--- src/rtl/uart_param.sv ---
// Parametrised full-duplex UART: configurable width, parity and stop bits,
// baud derived from CLK_FREQ/BAUD, 16x-oversampled receiver with error flags.
`timescale 1ns/1ps
module uart_param #(
  parameter int unsigned CLK_FREQ  = 50000000,
  parameter int unsigned BAUD      = 115200,
  parameter int unsigned DATA_BITS = 8,
  parameter int unsigned PARITY    = 0,
  parameter int unsigned STOP_BITS = 1
) (
  input  logic                 clk_50m,
  input  logic                 rst,
  input  logic [DATA_BITS-1:0] din,
  input  logic                 wr_en,
  output logic                 tx,
  output logic                 tx_busy,
  input  logic                 rx,
  output logic                 rdy,
  input  logic                 rdy_clr,
  output logic [DATA_BITS-1:0] dout,
  output logic                 parity_err,
  output logic                 frame_err,
  output logic                 overrun
);

  localparam int unsigned TX_DIV     = CLK_FREQ / BAUD;
  localparam int unsigned RX_DIV     = CLK_FREQ / (16 * BAUD);
  localparam int unsigned TX_LEN_MAX = STOP_BITS * TX_DIV;
  localparam int unsigned TX_CNT_W   = (TX_LEN_MAX > 1) ? $clog2(TX_LEN_MAX) : 1;
  localparam int unsigned RX_DIV_W   = (RX_DIV > 1) ? $clog2(RX_DIV) : 1;
  localparam int unsigned BIT_W      = 4;

  localparam logic [2:0] S_IDLE   = 3'd0;
  localparam logic [2:0] S_START  = 3'd1;
  localparam logic [2:0] S_DATA   = 3'd2;
  localparam logic [2:0] S_PARITY = 3'd3;
  localparam logic [2:0] S_STOP   = 3'd4;

  // Expected parity bit for the configured mode (even: XOR, odd: inverted XOR)
  function automatic logic par_bit(input logic [DATA_BITS-1:0] d);
    return (PARITY == 2) ? ~(^d) : (^d);
  endfunction

  logic [2:0]           tx_state_q, tx_state_d;
  logic [TX_CNT_W-1:0]  tx_cnt_q, tx_cnt_d;
  logic [BIT_W-1:0]     tx_bit_q, tx_bit_d;
  logic [DATA_BITS-1:0] tx_shift_q, tx_shift_d;
  logic                 tx_par_q, tx_par_d;
  logic                 tx_q, tx_d;
  logic                 tx_busy_q, tx_busy_d;

  logic                 rx_s1_q, rx_s1_d;
  logic                 rx_s2_q, rx_s2_d;
  logic [RX_DIV_W-1:0]  rx_div_q, rx_div_d;
  logic [2:0]           rx_state_q, rx_state_d;
  logic [3:0]           rx_tick_q, rx_tick_d;
  logic [BIT_W-1:0]     rx_bit_q, rx_bit_d;
  logic [DATA_BITS-1:0] rx_shift_q, rx_shift_d;
  logic                 rx_mism_q, rx_mism_d;
  logic                 rdy_q, rdy_d;
  logic [DATA_BITS-1:0] dout_q, dout_d;
  logic                 parity_err_q, parity_err_d;
  logic                 frame_err_q, frame_err_d;
  logic                 overrun_q, overrun_d;
  logic                 tick_c;

  // Transmitter: one counter times every bit; stop phase runs STOP_BITS bit-times
  always_comb begin
    tx_state_d = tx_state_q;
    tx_cnt_d   = tx_cnt_q;
    tx_bit_d   = tx_bit_q;
    tx_shift_d = tx_shift_q;
    tx_par_d   = tx_par_q;
    tx_d       = tx_q;
    tx_busy_d  = tx_busy_q;
    case (tx_state_q)
      S_IDLE: begin
        tx_d      = 1'b1;
        tx_busy_d = 1'b0;
        if (wr_en) begin
          tx_shift_d = din;
          tx_par_d   = par_bit(din);
          tx_cnt_d   = '0;
          tx_bit_d   = '0;
          tx_d       = 1'b0;
          tx_busy_d  = 1'b1;
          tx_state_d = S_START;
        end
      end
      S_START: begin
        tx_cnt_d = tx_cnt_q + TX_CNT_W'(1);
        if (tx_cnt_q == TX_CNT_W'(TX_DIV - 1)) begin
          tx_cnt_d   = '0;
          tx_d       = tx_shift_q[0];
          tx_state_d = S_DATA;
        end
      end
      S_DATA: begin
        tx_cnt_d = tx_cnt_q + TX_CNT_W'(1);
        if (tx_cnt_q == TX_CNT_W'(TX_DIV - 1)) begin
          tx_cnt_d   = '0;
          tx_shift_d = tx_shift_q >> 1;
          if (tx_bit_q == BIT_W'(DATA_BITS - 1)) begin
            if (PARITY != 0) begin
              tx_d       = tx_par_q;
              tx_state_d = S_PARITY;
            end else begin
              tx_d       = 1'b1;
              tx_state_d = S_STOP;
            end
          end else begin
            tx_bit_d = tx_bit_q + BIT_W'(1);
            tx_d     = tx_shift_q[1];
          end
        end
      end
      S_PARITY: begin
        tx_cnt_d = tx_cnt_q + TX_CNT_W'(1);
        if (tx_cnt_q == TX_CNT_W'(TX_DIV - 1)) begin
          tx_cnt_d   = '0;
          tx_d       = 1'b1;
          tx_state_d = S_STOP;
        end
      end
      S_STOP: begin
        tx_d     = 1'b1;
        tx_cnt_d = tx_cnt_q + TX_CNT_W'(1);
        if (tx_cnt_q == TX_CNT_W'(TX_LEN_MAX - 1)) begin
          tx_cnt_d   = '0;
          tx_busy_d  = 1'b0;
          tx_state_d = S_IDLE;
        end
      end
      default: begin
        tx_d       = 1'b1;
        tx_busy_d  = 1'b0;
        tx_state_d = S_IDLE;
      end
    endcase
  end

  assign tick_c = (rx_div_q == RX_DIV_W'(RX_DIV - 1));

  // Receiver: sample at mid-bit on the oversample tick; completion beats rdy_clr
  always_comb begin
    rx_s1_d      = rx;
    rx_s2_d      = rx_s1_q;
    rx_div_d     = tick_c ? '0 : rx_div_q + RX_DIV_W'(1);
    rx_state_d   = rx_state_q;
    rx_tick_d    = rx_tick_q;
    rx_bit_d     = rx_bit_q;
    rx_shift_d   = rx_shift_q;
    rx_mism_d    = rx_mism_q;
    rdy_d        = rdy_q;
    dout_d       = dout_q;
    parity_err_d = parity_err_q;
    frame_err_d  = frame_err_q;
    overrun_d    = overrun_q;
    if (rdy_clr) begin
      rdy_d        = 1'b0;
      parity_err_d = 1'b0;
      frame_err_d  = 1'b0;
      overrun_d    = 1'b0;
    end
    case (rx_state_q)
      S_IDLE: begin
        if (!rx_s2_q) begin
          rx_div_d   = '0;
          rx_tick_d  = '0;
          rx_state_d = S_START;
        end
      end
      S_START: begin
        if (tick_c) begin
          if (rx_tick_q == 4'd7) begin
            rx_tick_d  = '0;
            rx_bit_d   = '0;
            rx_state_d = rx_s2_q ? S_IDLE : S_DATA;
          end else begin
            rx_tick_d = rx_tick_q + 4'd1;
          end
        end
      end
      S_DATA: begin
        if (tick_c) begin
          rx_tick_d = rx_tick_q + 4'd1;
          if (rx_tick_q == 4'd15) begin
            rx_tick_d  = '0;
            rx_shift_d = {rx_s2_q, rx_shift_q[DATA_BITS-1:1]};
            if (rx_bit_q == BIT_W'(DATA_BITS - 1)) begin
              rx_state_d = (PARITY != 0) ? S_PARITY : S_STOP;
            end else begin
              rx_bit_d = rx_bit_q + BIT_W'(1);
            end
          end
        end
      end
      S_PARITY: begin
        if (tick_c) begin
          rx_tick_d = rx_tick_q + 4'd1;
          if (rx_tick_q == 4'd15) begin
            rx_tick_d  = '0;
            rx_mism_d  = rx_s2_q ^ par_bit(rx_shift_q);
            rx_state_d = S_STOP;
          end
        end
      end
      S_STOP: begin
        if (tick_c) begin
          rx_tick_d = rx_tick_q + 4'd1;
          if (rx_tick_q == 4'd15) begin
            rx_tick_d    = '0;
            dout_d       = rx_shift_q;
            parity_err_d = (PARITY != 0) ? rx_mism_q : 1'b0;
            frame_err_d  = ~rx_s2_q;
            rdy_d        = 1'b1;
            overrun_d    = ~rdy_clr & (overrun_q | rdy_q);
            rx_state_d   = S_IDLE;
          end
        end
      end
      default: rx_state_d = S_IDLE;
    endcase
  end

  always_ff @(posedge clk_50m or negedge rst) begin
    if (!rst) begin
      tx_state_q   <= S_IDLE;
      tx_cnt_q     <= '0;
      tx_bit_q     <= '0;
      tx_shift_q   <= '0;
      tx_par_q     <= 1'b0;
      tx_q         <= 1'b1;
      tx_busy_q    <= 1'b0;
      rx_s1_q      <= 1'b1;
      rx_s2_q      <= 1'b1;
      rx_div_q     <= '0;
      rx_state_q   <= S_IDLE;
      rx_tick_q    <= '0;
      rx_bit_q     <= '0;
      rx_shift_q   <= '0;
      rx_mism_q    <= 1'b0;
      rdy_q        <= 1'b0;
      dout_q       <= '0;
      parity_err_q <= 1'b0;
      frame_err_q  <= 1'b0;
      overrun_q    <= 1'b0;
    end else begin
      tx_state_q   <= tx_state_d;
      tx_cnt_q     <= tx_cnt_d;
      tx_bit_q     <= tx_bit_d;
      tx_shift_q   <= tx_shift_d;
      tx_par_q     <= tx_par_d;
      tx_q         <= tx_d;
      tx_busy_q    <= tx_busy_d;
      rx_s1_q      <= rx_s1_d;
      rx_s2_q      <= rx_s2_d;
      rx_div_q     <= rx_div_d;
      rx_state_q   <= rx_state_d;
      rx_tick_q    <= rx_tick_d;
      rx_bit_q     <= rx_bit_d;
      rx_shift_q   <= rx_shift_d;
      rx_mism_q    <= rx_mism_d;
      rdy_q        <= rdy_d;
      dout_q       <= dout_d;
      parity_err_q <= parity_err_d;
      frame_err_q  <= frame_err_d;
      overrun_q    <= overrun_d;
    end
  end

  assign tx         = tx_q;
  assign tx_busy    = tx_busy_q;
  assign rdy        = rdy_q;
  assign dout       = dout_q;
  assign parity_err = parity_err_q;
  assign frame_err  = frame_err_q;
  assign overrun    = overrun_q;

endmodule
--- config.mk ---
export PLATFORM = sky130hd
export DESIGN_NAME = uart_param
export DESIGN_NICKNAME = d
export VERILOG_FILES = /design/src/rtl/uart_param.sv
export SDC_FILE = /design/constraint.sdc
export NUM_CORES = 1
export LEC_CHECK = 0
export CAP_MARGIN = 5
export CORE_AREA = 2 2 85 87
export CTS_CLUSTER_SIZE = 16
export DETAILED_ROUTE_END_ITERATION = 7
export DIE_AREA = 0 0 87 89
export HOLD_SLACK_MARGIN = 0.02
export PLACE_DENSITY = 0.73
export SYNTH_ARGS = -nofsm -noshare
export SYNTH_HDL_FRONTEND = slang
export SYNTH_SLANG_ARGS = --single-unit
--- constraint.sdc ---
create_clock -name clk_50m -period 3.8 [get_ports clk_50m]
set_input_delay 1.14 -clock clk_50m [delete_from_list [all_inputs] [get_ports clk_50m]]
set_output_delay 1.14 -clock clk_50m [all_outputs]
set_load 0.02 [all_outputs]
Yosys cells after proc, flatten, opt, wreduce, memory -nomap -nowiden
Cells that the tools add are included.
Widths: inputs -> output; s select.
- latch bits: 0
- logic and storage cells: 150
- flip-flop bits (word level): 64
- bits of input ports: 13
- memories: 0
- output and inout port bits: 14
- memory bits (read-only): 0
- bits in writable memories: 0
- $lt $le $gt $ge: 0
- div/mod/pow operators: 0
- bitwise logic cells: 5
- reduce and logical (&&, ||, !) cells: 20
- equal/unequal tests: 33
- add/subtract/negate cells: 5
- mux-type cells: 69
- shifts and indexed selects: 0
- multipliers: 0
- operators by type and width (operator ; number):
    $mux 4 ; 13
    $mux 3 ; 16
    $ne 2x2->1 const B ; 18
    $pmux 3 s5 ; 2
    $mux 1 ; 23
    $mux 9 ; 2
    $pmux 9 s2 ; 1
    $mux 8 ; 2
    $pmux 4 s2 ; 2
    $pmux 8 s2 ; 1
    $mux 5 ; 3
    $add 4x1->4 const B ; 3
    $eq 3x2->1 const B ; 4
    $eq 4x3->1 const B ; 3
    $pmux 4 s3 ; 1
    $reduce_and 3->1 ; 4
    $reduce_and 6->1 ; 2
    $reduce_and 10->1 ; 1
    $add 9x1->9 const B ; 1
    $eq 9x9->1 const B ; 1
    $reduce_and 4->1 ; 2
    $eq 3x1->1 const B ; 2
    $eq 3x3->1 const B ; 2
    $logic_not 3->1 ; 2
    other kinds (15) ; 21

Longest topological paths before layout
- depth after elaboration: 5
- mapped depth: 8
- depth with buffers taken out: 7

Worst setup path before layout
No wires, ideal clock.
- kind: input -> register
- start point: input wr_en
- end point: register tx_shift_q[0]
- path slack: 1.835 ns
- required time: 3.675 ns
- cell stages on the path: 3
- library setup time: 0.125 ns
- buffers on the path: 0
- arrival time: 1.840 ns
- path through: mux2i_1 -> nor3_4 -> mux2_2
- word-level cells in the longest chain between the ends: 2
- RTL lines (element ; RTL line ; text):
    start: declaration ; 14 ; input logic wr_en,
    $ne 2x2->1 (no source line) ; -- ;
    $reduce_and 3->1 (no source line) ; -- ;
    end signal: assignment ; 252 ; tx_shift_q <= tx_shift_d;
    end: declaration ; 47 ; logic [DATA_BITS-1:0] tx_shift_q, tx_shift_d;
Every way passes these cells.
A chain may end at the register's enable or synchronous reset.

Worst setup path in the final report
- start point: register tx_q, in the netlist tx
- end point: output tx
- RTL lines (element ; RTL line ; text):
    start: declaration ; 49 ; logic tx_q, tx_d;
    start signal: assignment ; 254 ; tx_q <= tx_d;
    end: declaration ; 15 ; output logic tx,
No word-level cell between the ends.

==> results.txt <==
The run finished with clean final reports. The tree is rooted in a clkbuf_8. The number of setup buffers added after CTS is 0. For hold timing, the worst endpoint is rx_s2_q$_DFF_PN1_.

The logs give 343 for the post-synthesis net count and 27 for the number of ports placed on the die boundary. In this run the biggest area consumer among cell types represents 47.2% of the synthesized area. Once layout is done, the placed cells without fillers occupy 0.00373 mm2. The tools report the part of the Yosys area used for sequential elements as 49.6%. The setup violation total in the final timing report was 0.

The normalized max-slew margin is 46.8%. The detail route stage leaves a number of antenna-violating nets equal to 0. Counting every sink on the clock net gives 64. Along the worst hold path, the cell count comes to 0. Data on the critical path arrives at its endpoint at 1.48 ns. dfrtp_1 is the most common cell in the netlist. The dominant synthesized flop cell was dfrtp_1.

Type of the worst setup path: reg -> out. Class of the most critical hold timing path: reg -> reg. The cell type group with the largest total delay on the critical path is buffers and inverters.

The number of pins with negative max-slew slack in the final report was 0; the fraction of synthesis flops using an asynchronous set or reset pin was 100%. For this run, the post-layout net count is 368. The leakage power came out at 0.00167 uW. In this run the number of H-tree levels came out at 3.

By count the netlist is led by 61 x dfrtp_1, 53 x nand2_1, 26 x nor2_1. The placed instance area was 0.00353 mm2. The tools report the clock power share as 35.4%. Dividing the detail-routed via count by the number of cells gives 5.57. Counting cells, the worst reg-to-reg path comes to 5. For the count of hold-fix buffers inserted at cts, the log shows 0. Sequential share of power: 51.4%.

The first TritonRoute pass finished after 4 iterations. The tool flagged a number of max-cap violations equal to 0. The buffer and inverter count on the worst path was 1. Ranked by total cell area, the synthesized netlist is headed by dfrtp_1 47%, nand2_1 6.2%, mux2_2 5.2%. The repair_antennas step left the layout with diodes totalling 0.

A synthesized cell averages 10.0 um2. The final route contains 2413 vias. For this design the total switching power over the nets is 452 uW.

The detailed router finished its first iteration with 73 violations. The final hold violation count was 0. The tools report the critical path endpoint category as a primary output. Sequential cell area: 0.00161 mm2.

The height of the die is 89 um. The power density of the placed cells was 434 mW/mm2. Synthesis inferred 64 register bits. The tools report the clock insertion delay at the later pin of the skew report as 0.33 ns. Summed over all nets, the half-perimeter wirelength after detailed placement is 4.07 mm. On the worst path, the slowest cell contributes a delay of 0.61 ns. Across the VDD grid, the largest voltage drop is 293 uV.

The tightest hold path in the finished design has a slack of 0.363 ns. The run gives 584 as the count of fill cells added during filler insertion. For this run, the number of Yosys warnings is 0.

Wires add up to 6.01 mm. The run gives 10.8 mm as the first-pass GRT wire length. The synthesized design spends more area on one cell type than any other, namely dfrtp_1. Core footprint: 0.00672 mm2. The tools report the setup skew after layout as 0.00789 ns. The worst register-to-register path begins at tx_cnt_q[6]$_DFFE_PN0P_.

From synthesis to final layout, the design area changed by 15.4%. Net switching is 27.9% of the power. For the total clock buffers created by CTS, the log shows 9.

Setup slack on the critical path of the routed design comes to 1.18 ns. The number of buffers added on ports came out at 26. The slew at the pin closest to its max-slew limit came out at 0.798 ns. Synthesis produced a netlist whose cell count is 323. The die covers 0.00774 mm2.

For this run, design rule violations remaining after detail routing come to 0. Setup repair after global routing left no endpoint under its margin. Average routed wire per standard cell: 13.9 um. The number of antenna violations at the first check in global routing was 0; the number of enable flip-flop cells after synthesis was 0.

The clock-pin transition on the worst setup and hold timing paths works out to 0.07 ns. After floorplanning, the core was divided into 30 placement rows. Shortest clock period the worst path allows after layout: 2.62 ns. The internal portion of the total power is 1170 uW.

Before CTS, the worst setup slack after placement is 1.03 ns. The mapped netlist covers 0.00323 mm2. Walking the worst path, the cells encountered are clkdlybuf4s50_1. For the final weighted congestion of routability-driven global placement, the log shows 0.795. TritonCTS built the clock tree. Entering global routing, the biggest net connects 65 pins.

The startpoint type of the worst setup path is a flop. The tools report the total area of multi-input combinational cells as 0.00154 mm2. Combinational cells account for 13.2% of the total power. In this run the worst path has a maximum fanout of 2. The fraction of layout instances using a drive strength above 1 works out to 13.9%. The netlist uses 56 different library cells. The number of global-route vias before repair was 2407; the required time of the critical path was 2.66 ns. Setup slack on the worst reg-to-reg path comes out at 1.47 ns. The run gives 0 as the count of instances resized after the clock tree is built.

The floorplan step set the die width to 87 um. End of the worst register-to-register path: tx_shift_q[4]$_DFFE_PN0P_. Based on the critical path, the design can be clocked at up to 0.382 GHz. Adding up every negative setup slack in the final design gives 0 ns. The library cell contributing the largest single delay on the critical path was clkdlybuf4s50_1. The final critical path takes up 68.9% of the cycle. The maximum number of buffers from clock root to sink came out at 2.

Global routing used 17.4% of the available tracks across all layers. The worst hold path begins at rx_s1_q$_DFF_PN1_. For this configuration, the core starts out at a cell density of 48.1%. For this run the aggregate overflow at the end of global routing stands at 0.
## layout make-up
class	count	area share, %
clock inverter	7	1.95
inverter	7	0.704
tap	80	2.68
multi-input combinational	239	41.3
sequential	64	43.0
timing repair buffer	27	7.04
clock buffer	9	3.32
## through the flow
stage	utilization (%)	instances	total power, uW
floorplan	-	323	968
global placement	52.6	417	1040
CTS	55.5	433	1630
global route	55.5	433	1700
detailed placement	52.6	417	1060
finish	55.5	433	1620
## placed cells by master, fill, tap and decap left out, types with 3 or more instances in the layout
master	synthesis	routed
dfstp_2	3	3
nor2_1	26	26
nand2_1	53	53
inv_1	7	7
xor2_1	8	8
mux2_2	15	15
xnor2_1	4	4
and3_1	5	5
and2_1	3	3
dfrtp_1	61	61
a21oi_1	16	16
a211oi_1	3	3
nand4_1	6	6
nor4_1	3	3
a22o_1	3	3
ha_1	7	7
clkdlybuf4s50_1	0	25
o21ai_0	22	22
nor3_1	7	7
nand3_1	12	12
nor3b_1	3	3
clkbuf_8	0	9
## flip-flops by register name (all words and copies together), names as in the netlist, 3 cells and up
signal,count
rx_shift_q,8
tx_shift_q,8
dout,8
rx_tick_q,4
tx_bit_q,4
tx_cnt_q,9
rx_bit_q,4
tx_state_q,3
rx_state_q,3
rx_div_q,5
## worst max-delay path by stage
stage / startpoint / endpoint / slack (ns) / cells after the start
finish: tx$_DFFE_PN1P_ / tx / 1.18 / 1
global route: tx$_DFFE_PN1P_ / tx / 1.12 / 1
CTS: tx$_DFFE_PN1P_ / tx / 1.15 / 1
detailed placement: wr_en / tx_cnt_q[3]$_DFFE_PN0P_ / 1.03 / 6
global placement: wr_en / tx_shift_q[2]$_DFFE_PN0P_ / 1.10 / 4
floorplan: wr_en / tx_shift_q[0]$_DFFE_PN0P_ / 1.83 / 3
## power by group through the flow
stage | Sequential, uW | Clock [uW] | Combinational, uW
after floorplan | 831 | 0 | 137
after global placement | 838 | 0 | 206
after detailed placement | 843 | 0 | 215
after CTS | 831 | 588 | 216
after global routing | 844 | 613 | 244
final | 832 | 573 | 214
## logic make-up after synthesis
logic type | share of synthesized area (%)
buffers and inverters | 2.75
multiplexers | 6.54
AND/OR/NAND/NOR | 23.0
flip-flops | 49.6
adder cells (fa/ha/maj) | 2.71
XOR/XNOR | 3.25
AO/OA/AOI/OAI | 12.1
## per-layer routing
layer | GRT usage [%] | routed length (um) | vias to the layer above
li1 | - | - | 1195
met1 | 22.7 | 2800 | 1160
met2 | 28.7 | 2880 | 52
met3 | 4.89 | 260 | 6
met4 | 4.69 | 62 | 0
met5 | 0 | 0 | -
(Power assumes the default switching activity.)
